## src/rtl/lightcube_pkg.sv

```systemverilog
// Shared definitions for the light-cube UART frame loader: receiver state encoding,
// parity-mode constants and the elaboration-time sizing helpers.
package lightcube_pkg;

  typedef enum logic [2:0] {
    RX_IDLE,
    RX_START,
    RX_DATA,
    RX_PARITY,
    RX_STOP,
    RX_WAIT_HIGH
  } rx_state_e;

  localparam int PARITY_NONE = 0;
  localparam int PARITY_EVEN = 1;
  localparam int PARITY_ODD  = 2;

  function automatic int clog2(input int value);
    int result;
    int rem;
    result = 0;
    rem    = value - 1;
    while (rem > 0) begin
      result++;
      rem = rem >> 1;
    end
    return result;
  endfunction

  // One bit per voxel, packed eight voxels to a byte.
  function automatic int frame_bytes(input int cube_n);
    return (cube_n * cube_n * cube_n) / 8;
  endfunction

endpackage

```

## src/rtl/uart_rx_core.sv

```systemverilog
// UART byte receiver: rx synchroniser, baud counter and bit FSM producing single-cycle
// byte/error strobes. Parity enforcement is compiled in with UART_PARITY_CHECK_EN.
module uart_rx_core
  import lightcube_pkg::*;
#(
  parameter int BAUD_DIV    = 868,
  parameter int PARITY_MODE = PARITY_EVEN
) (
  input  logic       clk,
  input  logic       resetn,
  input  logic       enable,
  input  logic       rx,
  output logic       idle,
  output logic       byte_valid,
  output logic [7:0] byte_data,
  output logic       parity_err,
  output logic       stop_err
);

  localparam int            CW        = clog2(BAUD_DIV);
  localparam logic [CW-1:0] HALF_LAST = CW'(BAUD_DIV / 2 - 1);
  localparam logic [CW-1:0] BIT_LAST  = CW'(BAUD_DIV - 1);

  rx_state_e     state_q, state_d;
  logic [CW-1:0] cnt_q, cnt_d;
  logic [2:0]    bit_idx_q, bit_idx_d;
  logic [7:0]    shift_q, shift_d;
  logic          rx_meta, rx_sync, rx_prev;
  logic          parity_bad;

  // NOTE: sequential state uses non-blocking assignments so every flop samples pre-edge values.
  always_ff @(posedge clk) begin
    if (!resetn) begin
      rx_meta   <= 1'b1;
      rx_sync   <= 1'b1;
      rx_prev   <= 1'b1;
      state_q   <= RX_IDLE;
      cnt_q     <= '0;
      bit_idx_q <= '0;
      shift_q   <= '0;
    end else begin
      rx_meta <= rx;
      rx_sync <= rx_meta;
      rx_prev <= rx_sync;
      if (!enable) begin
        state_q <= RX_IDLE;
        cnt_q   <= '0;
      end else begin
        state_q   <= state_d;
        cnt_q     <= cnt_d;
        bit_idx_q <= bit_idx_d;
        shift_q   <= shift_d;
      end
    end
  end

`ifdef UART_PARITY_CHECK_EN
  logic par_q;

  always_ff @(posedge clk) begin
    if (!resetn) begin
      par_q <= 1'b0;
    end else if (enable && state_q == RX_PARITY && cnt_q == BIT_LAST) begin
      par_q <= rx_sync;
    end
  end

  assign parity_bad = (PARITY_MODE != PARITY_NONE) &&
                      (par_q != ((^shift_q) ^ (PARITY_MODE == PARITY_ODD)));
`else
  assign parity_bad = 1'b0;
`endif

  // NOTE: every combinational output gets a default first, so no path can infer a latch.
  always_comb begin
    state_d    = state_q;
    cnt_d      = cnt_q + 1'b1;
    bit_idx_d  = bit_idx_q;
    shift_d    = shift_q;
    byte_valid = 1'b0;
    parity_err = 1'b0;
    stop_err   = 1'b0;
    case (state_q)
      RX_IDLE: begin
        cnt_d = '0;
        if (rx_prev && !rx_sync) state_d = RX_START;
      end
      RX_START: begin
        if (cnt_q == HALF_LAST) begin
          cnt_d     = '0;
          bit_idx_d = '0;
          state_d   = rx_sync ? RX_IDLE : RX_DATA;
        end
      end
      RX_DATA: begin
        if (cnt_q == BIT_LAST) begin
          cnt_d     = '0;
          shift_d   = {rx_sync, shift_q[7:1]};
          bit_idx_d = bit_idx_q + 3'd1;
          if (bit_idx_q == 3'd7) state_d = (PARITY_MODE == PARITY_NONE) ? RX_STOP : RX_PARITY;
        end
      end
      RX_PARITY: begin
        if (cnt_q == BIT_LAST) begin
          cnt_d   = '0;
          state_d = RX_STOP;
        end
      end
      RX_STOP: begin
        if (cnt_q == BIT_LAST) begin
          cnt_d = '0;
          if (rx_sync) begin
            state_d = RX_IDLE;
            if (parity_bad) parity_err = 1'b1;
            else            byte_valid = 1'b1;
          end else begin
            stop_err = 1'b1;
            state_d  = RX_WAIT_HIGH;
          end
        end
      end
      RX_WAIT_HIGH: begin
        cnt_d = '0;
        if (rx_sync) state_d = RX_IDLE;
      end
      default: state_d = RX_IDLE;
    endcase
  end

  assign idle      = (state_q == RX_IDLE);
  assign byte_data = shift_q;

endmodule

```

## src/rtl/uart_frame_loader.sv

```systemverilog
// Light-cube frame loader: assembles received bytes into a double-buffered voxel frame and
// swaps halves on completion. Optional parity enforcement: define UART_PARITY_CHECK_EN.
module uart_frame_loader
  import lightcube_pkg::*;
#(
  parameter int  BAUD_DIV    = 868,
  parameter int  CUBE_N      = 8,
  parameter int  PARITY_MODE = PARITY_EVEN,
  parameter int  GAP_TIMEOUT = 13020,
  localparam int FRAME_BYTES = frame_bytes(CUBE_N),
  localparam int AW          = clog2(FRAME_BYTES)
) (
  input  logic          clk,
  input  logic          resetn,
  input  logic          enable,
  input  logic          rx,
  input  logic [AW-1:0] rd_addr,
  output logic [7:0]    rd_data,
  output logic          frame_valid,
  output logic          frame_done,
  output logic [AW:0]   byte_cnt,
  output logic          err_parity,
  output logic          err_stop,
  output logic          err_gap
);

  localparam int            GW       = clog2(GAP_TIMEOUT + 1);
  localparam logic [AW:0]   PTR_FULL = (AW + 1)'(FRAME_BYTES);
  localparam logic [AW:0]   PTR_LAST = (AW + 1)'(FRAME_BYTES - 1);
  localparam logic [GW-1:0] GAP_LAST = GW'(GAP_TIMEOUT - 1);

  logic          rx_idle, byte_valid, parity_err, stop_err;
  logic [7:0]    byte_data;
  logic [AW:0]   wr_ptr;
  logic [GW-1:0] gap_cnt;
  logic          front_sel;
  logic          swap, accept, gap_hit, rd_sel, frame_valid_next;
  logic [7:0]    mem [2*FRAME_BYTES];

  uart_rx_core #(
    .BAUD_DIV    (BAUD_DIV),
    .PARITY_MODE (PARITY_MODE)
  ) u_rx (
    .clk        (clk),
    .resetn     (resetn),
    .enable     (enable),
    .rx         (rx),
    .idle       (rx_idle),
    .byte_valid (byte_valid),
    .byte_data  (byte_data),
    .parity_err (parity_err),
    .stop_err   (stop_err)
  );

  // wr_ptr sits at FRAME_BYTES for exactly one cycle, which is the swap cycle.
  // A last byte landing as enable falls still completes its frame.
  assign swap    = (wr_ptr == PTR_FULL);
  assign accept  = byte_valid && (enable || wr_ptr == PTR_LAST);
  assign gap_hit = enable && rx_idle && (wr_ptr != '0) && (gap_cnt == GAP_LAST);

  always_ff @(posedge clk) begin
    if (!resetn) begin
      wr_ptr      <= '0;
      gap_cnt     <= '0;
      front_sel   <= 1'b0;
      frame_valid <= 1'b0;
      frame_done  <= 1'b0;
      err_parity  <= 1'b0;
      err_stop    <= 1'b0;
      err_gap     <= 1'b0;
    end else begin
      frame_done <= swap;
      err_parity <= enable && parity_err;
      err_stop   <= enable && stop_err;
      err_gap    <= gap_hit;
      if (swap) begin
        front_sel   <= ~front_sel;
        frame_valid <= 1'b1;
      end
      if (swap)                                             wr_ptr <= '0;
      else if (accept)                                      wr_ptr <= wr_ptr + 1'b1;
      else if (!enable || parity_err || stop_err || gap_hit) wr_ptr <= '0;
      if (!enable || !rx_idle || wr_ptr == '0 || gap_hit) gap_cnt <= '0;
      else                                                gap_cnt <= gap_cnt + 1'b1;
    end
  end

  // NOTE: the frame RAM is deliberately not reset; only the read register is cleared.
  always_ff @(posedge clk) begin
    if (accept) mem[{~front_sel, wr_ptr[AW-1:0]}] <= byte_data;
  end

  // The read uses the post-swap select so the swap cycle already shows the new front.
  assign rd_sel           = front_sel ^ swap;
  assign frame_valid_next = frame_valid | swap;

  always_ff @(posedge clk) begin
    if (!resetn)               rd_data <= '0;
    else if (frame_valid_next) rd_data <= mem[{rd_sel, rd_addr}];
    else                       rd_data <= '0;
  end

  assign byte_cnt = wr_ptr;

endmodule

```

## config.mk

```make
export PLATFORM = sky130hd
export DESIGN_NAME = uart_frame_loader
export DESIGN_NICKNAME = d
export VERILOG_FILES = /design/src/rtl/lightcube_pkg.sv /design/src/rtl/uart_rx_core.sv /design/src/rtl/uart_frame_loader.sv
export SDC_FILE = /design/constraint.sdc
export NUM_CORES = 1
export LEC_CHECK = 0
export BUFFER_PORTS_ARGS = -buffer_cell sky130_fd_sc_hd__buf_2
export CORE_MARGIN = 3
export CORE_UTILIZATION = 51
export CTS_BUF_LIST = sky130_fd_sc_hd__clkbuf_4
export DETAILED_ROUTE_END_ITERATION = 12
export PLACE_DENSITY = 0.72
export SLEW_MARGIN = 20
export SYNTH_ARGS = -nofsm -noshare
export SYNTH_HDL_FRONTEND = slang
export SYNTH_SLANG_ARGS = --single-unit
export TNS_END_PERCENT = 30
```

## constraint.sdc

```tcl
create_clock -name clk -period 3.62 [get_ports clk]
set_input_delay 0 -clock clk [delete_from_list [all_inputs] [get_ports clk]]
set_output_delay 0 -clock clk [all_outputs]
set_load 0.02 [all_outputs]
```

; ---- Word level (Yosys, flattened, before mapping)
; Memory sizes are Yosys's and may differ from the RTL's. A register that Yosys moved wholly into a read port is not among the register bits.
; Cells that the tools add are included.
[word_totals]
output_inout_bits = 20
register_bits = 53
in_bits = 10
mem_count = 1
word_cells = 97
ramBits = 1024
[memory_table]
columns = memory, words, width, read_ports, rd_ports_with_merged_regs, wr, line_no
row1 = mem, 128, 8, 1, 1, 1, uart_frame_loader.sv:38  ; logic [7:0] mem [2*FRAME_BYTES];
[classes]
bitwise = 4
mux = 26
n_addsub = 4
reduce_logical = 30
eq_ne = 18
[ops]
columns = op, n
row1 = $mux 3, 10
row2 = $pmux 10 s3, 1
row3 = $mux 10, 2
row4 = $pmux 3 s6, 1
row5 = $add 14x1->14 const B, 1
row6 = $eq 14x14->1 const B, 1
row7 = $mux 7, 2
row8 = $ne 2x1->1 const B, 7
row9 = $add 10x1->10 const B, 1
row10 = $eq 10x10->1 const B, 1
row11 = $eq 10x9->1 const B, 1
row12 = $eq 3x3->1 const B, 3
row13 = $mux 1, 8
row14 = $add 7x1->7 const B, 1
row15 = $eq 7x6->1 const B, 1
row16 = $eq 7x7->1 const B, 1
row17 = $logic_not 7->1, 1
row18 = $reduce_and 7->1, 1
row19 = $reduce_bool 7->1, 1
row20 = $eq 3x2->1 const B, 2
row21 = $logic_and 1x1->1, 6
row22 = $logic_or 1x1->1, 6
row23 = $pmux 3 s2, 1
row24 = $reduce_or 2->1, 3
row25 = 13 further kinds, 19

; ---- Longest topological paths before layout
[logic_depth]
ltp_word = 7
depth_mapped = 12
depth_no_buf = 8

; ---- Cells and area by module
; Synthesis repeated with hierarchy kept, for this count alone.
[unflattened]
cells_unflattened = 2241
area_unflattened_um2 = 42376.9
[modules_own_cells]
columns = mod, instances, seq_area_each_um2, cells_each, area_per_inst_um2
row1 = uart_frame_loader, 1, 31450.2, 2090, 41035.6
row2 = uart_rx_core, 1, 540.5, 151, 1341.3

; ---- Worst setup path after synthesis
; OpenSTA, ideal clock, no wires.
[synth_timing]
path_type = flip-flop to flip-flop
from = register wr_ptr[1] (netlist: byte_cnt[1])
to = memory mem[57][0], enable pin
path_buffers = 3
stages_incl_launch_ff = 10
arrival_ps = 2625
setup_time_ps = 371
synth_period_minus_slack_ps = 2995
path_slack_ps = 625
required_ps = 3249
path_cell_list = dfxtp_1 ha_1 and4b_1 a21oi_1 or3_1 buf_2 or4_1 clkbuf_1 buf_2 nor2_1
[synth_via]
elab_chain_cells = 5
[synth_rtl]
columns = item, line_no
row1 = "start, declared", uart_frame_loader.sv:34  ; logic [AW:0] wr_ptr;
row2 = "start signal, assigned", uart_frame_loader.sv:81  ; else if (accept) wr_ptr <= wr_ptr + 1'b1;
row3 = $eq 7x6->1, uart_frame_loader.sv:58  ; assign accept = byte_valid && (enable || wr_ptr == PTR_LAST);
row4 = $logic_or 1x1->1, uart_frame_loader.sv:58
row5 = $logic_and 1x1->1, uart_frame_loader.sv:58
row6 = $mux 1, uart_frame_loader.sv:90  ; if (accept) mem[{~front_sel, wr_ptr[AW-1:0]}] <= byte_data;
row7 = $mux 1 (not written as such), uart_frame_loader.sv:90
row8 = "end, declared", uart_frame_loader.sv:38
; Parallel ways exist; a longest one is shown, timed or not.

; ---- Worst setup path after layout
[layout_timing]
from = register wr_ptr[0] (netlist: byte_cnt[0])
to = register rd_data[0], read port of mem
[layout_via]
elab_chain_cells = 4
elab_cells_between_ends = 5
classes_between = 1 x eq/ne / 2 x bitwise / 2 x reduce/logical
[layout_rtl]
columns = item, line_no
row1 = $eq 7x7->1 *, uart_frame_loader.sv:57  ; assign swap = (wr_ptr == PTR_FULL);
row2 = $or 1x1->1, uart_frame_loader.sv:95  ; assign frame_valid_next = frame_valid | swap;
row3 = $reduce_and 2->1 (no line), --
row4 = $logic_not 1->1 (no line), --
row5 = "end, declared", uart_frame_loader.sv:18  ; output logic [7:0] rd_data,
; Every way passes the cells marked *; elsewhere a longest branch is shown, timed or not.
; A chain may end at the register's enable or synchronous reset.

==> out/results.tsv <==
metric	value	unit
status	finished, final reports clean	
async_flop_share	0	
tightest_slew	0.9548	ns
rows	105	
cp_max_fo	9	
drv_slew	0	
met1_usage	0.3179	
syn_area	42550	um^2
root_buffer	clkbuf_4	
grt_pass1_wl	148500	um
final.setup.tns	0	ns
grt_busiest_layer	met2	
die_w	294.8	um
switching_share	0.2127	
ios	30	
syn_avg_cell_area	19.18	um^2
clkTransAtPathRegs	0.07	ns
synth-seq-area-share	0.7514	
route.detailed.wl_per_inst	26.43	um
p_comb_frac	0.027	
die_height	294.8	um
grt_usage	0.2323	
cp.arrival	4.45	ns
synth_fa_ha_area_frac	0.002058	
nNetsFinal	2497	
timing.rr.end	rd_data[0]	
grt_use_met2	0.3575	
ir_drop	0.0003005	V
port_buffers	28	
synth_cells	2218	
clock_path_buffers	4	
via_count	22980	
synthSimpleGateAreaFrac	0.04849	
ys.flop_type	edfxtp_1	
drt_iter0_markers	2666	
netlist_top_cells_count	edfxtp_1 (1,024), mux4_2 (226), nor2_1 (190)	
fin_crit_sh	0.9572	
synthMuxAreaShare	0.1455	
endpoint	rd_data[0]	
cap_viol_max_count	0	
drc	0	
cts_tree	yes	
synth_compound_area_frac	0.03385	
finalSetupViolCount	0	
drive_gt1_frac	0.2797	
first_pass_iters	7	
synth_top_area_frac	0.7227	
crit_start	byte_cnt[0]	
totalWireLength	98860	um
power.density	503.3	nW/um^2
dieArea	86930	um^2
maxSlewHeadroom	0.3628	
start_util	0.5165	
synth-edff-count	1024	
place_hpwl	59110	um
coreArea	82370	um^2
p_clk_frac	0.409	
gp_congestion	0.8938	
yosys_warnings	0	
post_cts_buffers	0	
overflow	0	
syn2layout_area_growth	11.83	%
path_class	register to register	
synth_xor_area_frac	0.003911	
power_switching	5.094	mW
ant_nets	0	
p_leak	16.83	nW
grt_max_degree	88	
regToRegSetupSlack	0.15	ns
met3_usage	0.06925	
synth_area_leaders	edfxtp_1 (72%), mux4_2 (12%), dfxtp_1 (2.9%)	
grt_pass1_vias	23630	
reg2regPathDepth	9	
synth_cell_type_count	65	
max_freq	288.6	MHz
vias_per_cell	6.143	
skew	0.06231	ns
synth_nets	2235	
start_kind	register	
hold_path_class	primary input to register	
yosysTopAreaCell	edfxtp_1	
p_seq_frac	0.564	
numClockSinks	1085	
p_int	18.86	mW
finalCriticalPeriod	3.465	ns
yosysMostFrequentCell	edfxtp_1	
synth_top_family_by_area	multiplexers	
cts_buffers	283	
worst_setup_path_end_kind	register	
holdPathStages	6	
r2r_start	byte_cnt[0]	
insertion_delay	1.14	ns
cp_data_required_time	4.60	ns
antenna_found_initial	4	
cts_max_level	5	
synth-seq-cells	1085	
fillers	5923	
rsz0062_at_grt	false	
hold_viol	0	
final_util	0.5777	
-- through the flow --
stage | cell area (um^2) | setup WS (ns) | cells | hold WS (ns) | total power, mW
after global routing | 47580 | 0.03471 | 3740 | 0.1550 | 24.87
after floorplan | 42550 | 0.6245 | 2218 | 0.1015 | 14.25
after detailed placement | 44070 | 0.4835 | 3246 | 0.1968 | 14.40
after CTS | 47560 | 0.05626 | 3737 | 0.03135 | 24.14
after global placement | 44070 | 0.5832 | 3246 | 0.1884 | 14.39
final | 47580 | 0.1548 | 3740 | 0.1552 | 23.95
-- cells by family (layout without fill, tap and decap cells) --
| group | Yosys count | in the layout |
|---|---|---|
| AO/OA/AOI/OAI | 208 | 208 |
| XOR/XNOR | 19 | 19 |
| adder cells (fa/ha/maj) | 7 | 7 |
| buffers and inverters | 130 | 579 |
| flip-flops | 1085 | 1085 |
| multiplexers | 334 | 334 |
| other | 1 | 4 |
| AND/OR/NAND/NOR | 434 | 434 |
-- metal layers --
metal  wire length (um)  up-vias
met5                 13        -
met4               2874        2
met3              10890      188
met2              47010     1408
met1              38070    11640
li1                   -     9739
-- cell usage in the layout (no fill, tap or decap), drive strengths merged, types with 47 or more instances in the layout --
cell type     n
clkinv       78
clkbuf      387
mux2i        91
buf          78
nor2        190
edfxtp     1024
nand2        89
a21oi        47
mux4        226
dfxtp        61
-- power by group through the flow --
| stage | clock, mW | sequential (mW) | combinational [mW] |
|---|---|---|---|
| final | 9.80 | 13.5 | 0.647 |
| after global routing | 10.7 | 13.5 | 0.684 |
| after CTS | 10.0 | 13.5 | 0.643 |
| after detailed placement | 0 | 13.8 | 0.629 |
| after global placement | 0 | 13.8 | 0.620 |
| after floorplan | 0 | 13.8 | 0.473 |
-- sequential cells by signal (all words and copies together), names as in the netlist, 3 cells and up --
register	flops
byte_cnt	7
u_rx.state_q	3
rd_data	8
gap_cnt	14
u_rx.cnt_q	10
u_rx.byte_data	8
u_rx.bit_idx_q	3
mem	1024
-- what timing repair did --
action | 4_1_cts | 5_1_grt
hold buffers | 19 | 0
hold endpoints to repair | 138 | 0
endpoints found under the setup margin | 0 | 4
resized for setup | 0 | 5
-- worst max-delay path: stages, from the launching register on --
cell and delay [ns]:
dfxtp_1 0.38, inv_1 0.15, ha_1 0.17, or3b_4 0.45, o2111ai_1 0.68, a211oi_2 0.30, o211ai_1 0.20, nand4_1 0.16
a211o_1 0.28, dlygate4sd3_1 0.55
-- final cells by class --
class                   instances  area [um^2]  area share
inverters                      10        37.54   0.0007889
diodes                          3        7.507   0.0001578
multi-input cells            1003         9972      0.2096
clock inverters                85        390.4    0.008204
flip-flops and latches       1085        32000      0.6725
clock buffers                 387         2905     0.06106
repair buffers                 97        930.9     0.01956
well taps                    1070         1339     0.02814
-- worst min-delay path by stage --
stage | from | endpoint
finish | rd_addr[0] | rd_data[2]
global route | rd_addr[0] | rd_data[2]
CTS | enable | byte_cnt[2]
detailed placement | rx | u_rx.rx_meta
global placement | rx | u_rx.rx_meta
floorplan | rx | u_rx.rx_meta
Note: power is estimated with default switching activity, not from simulation.
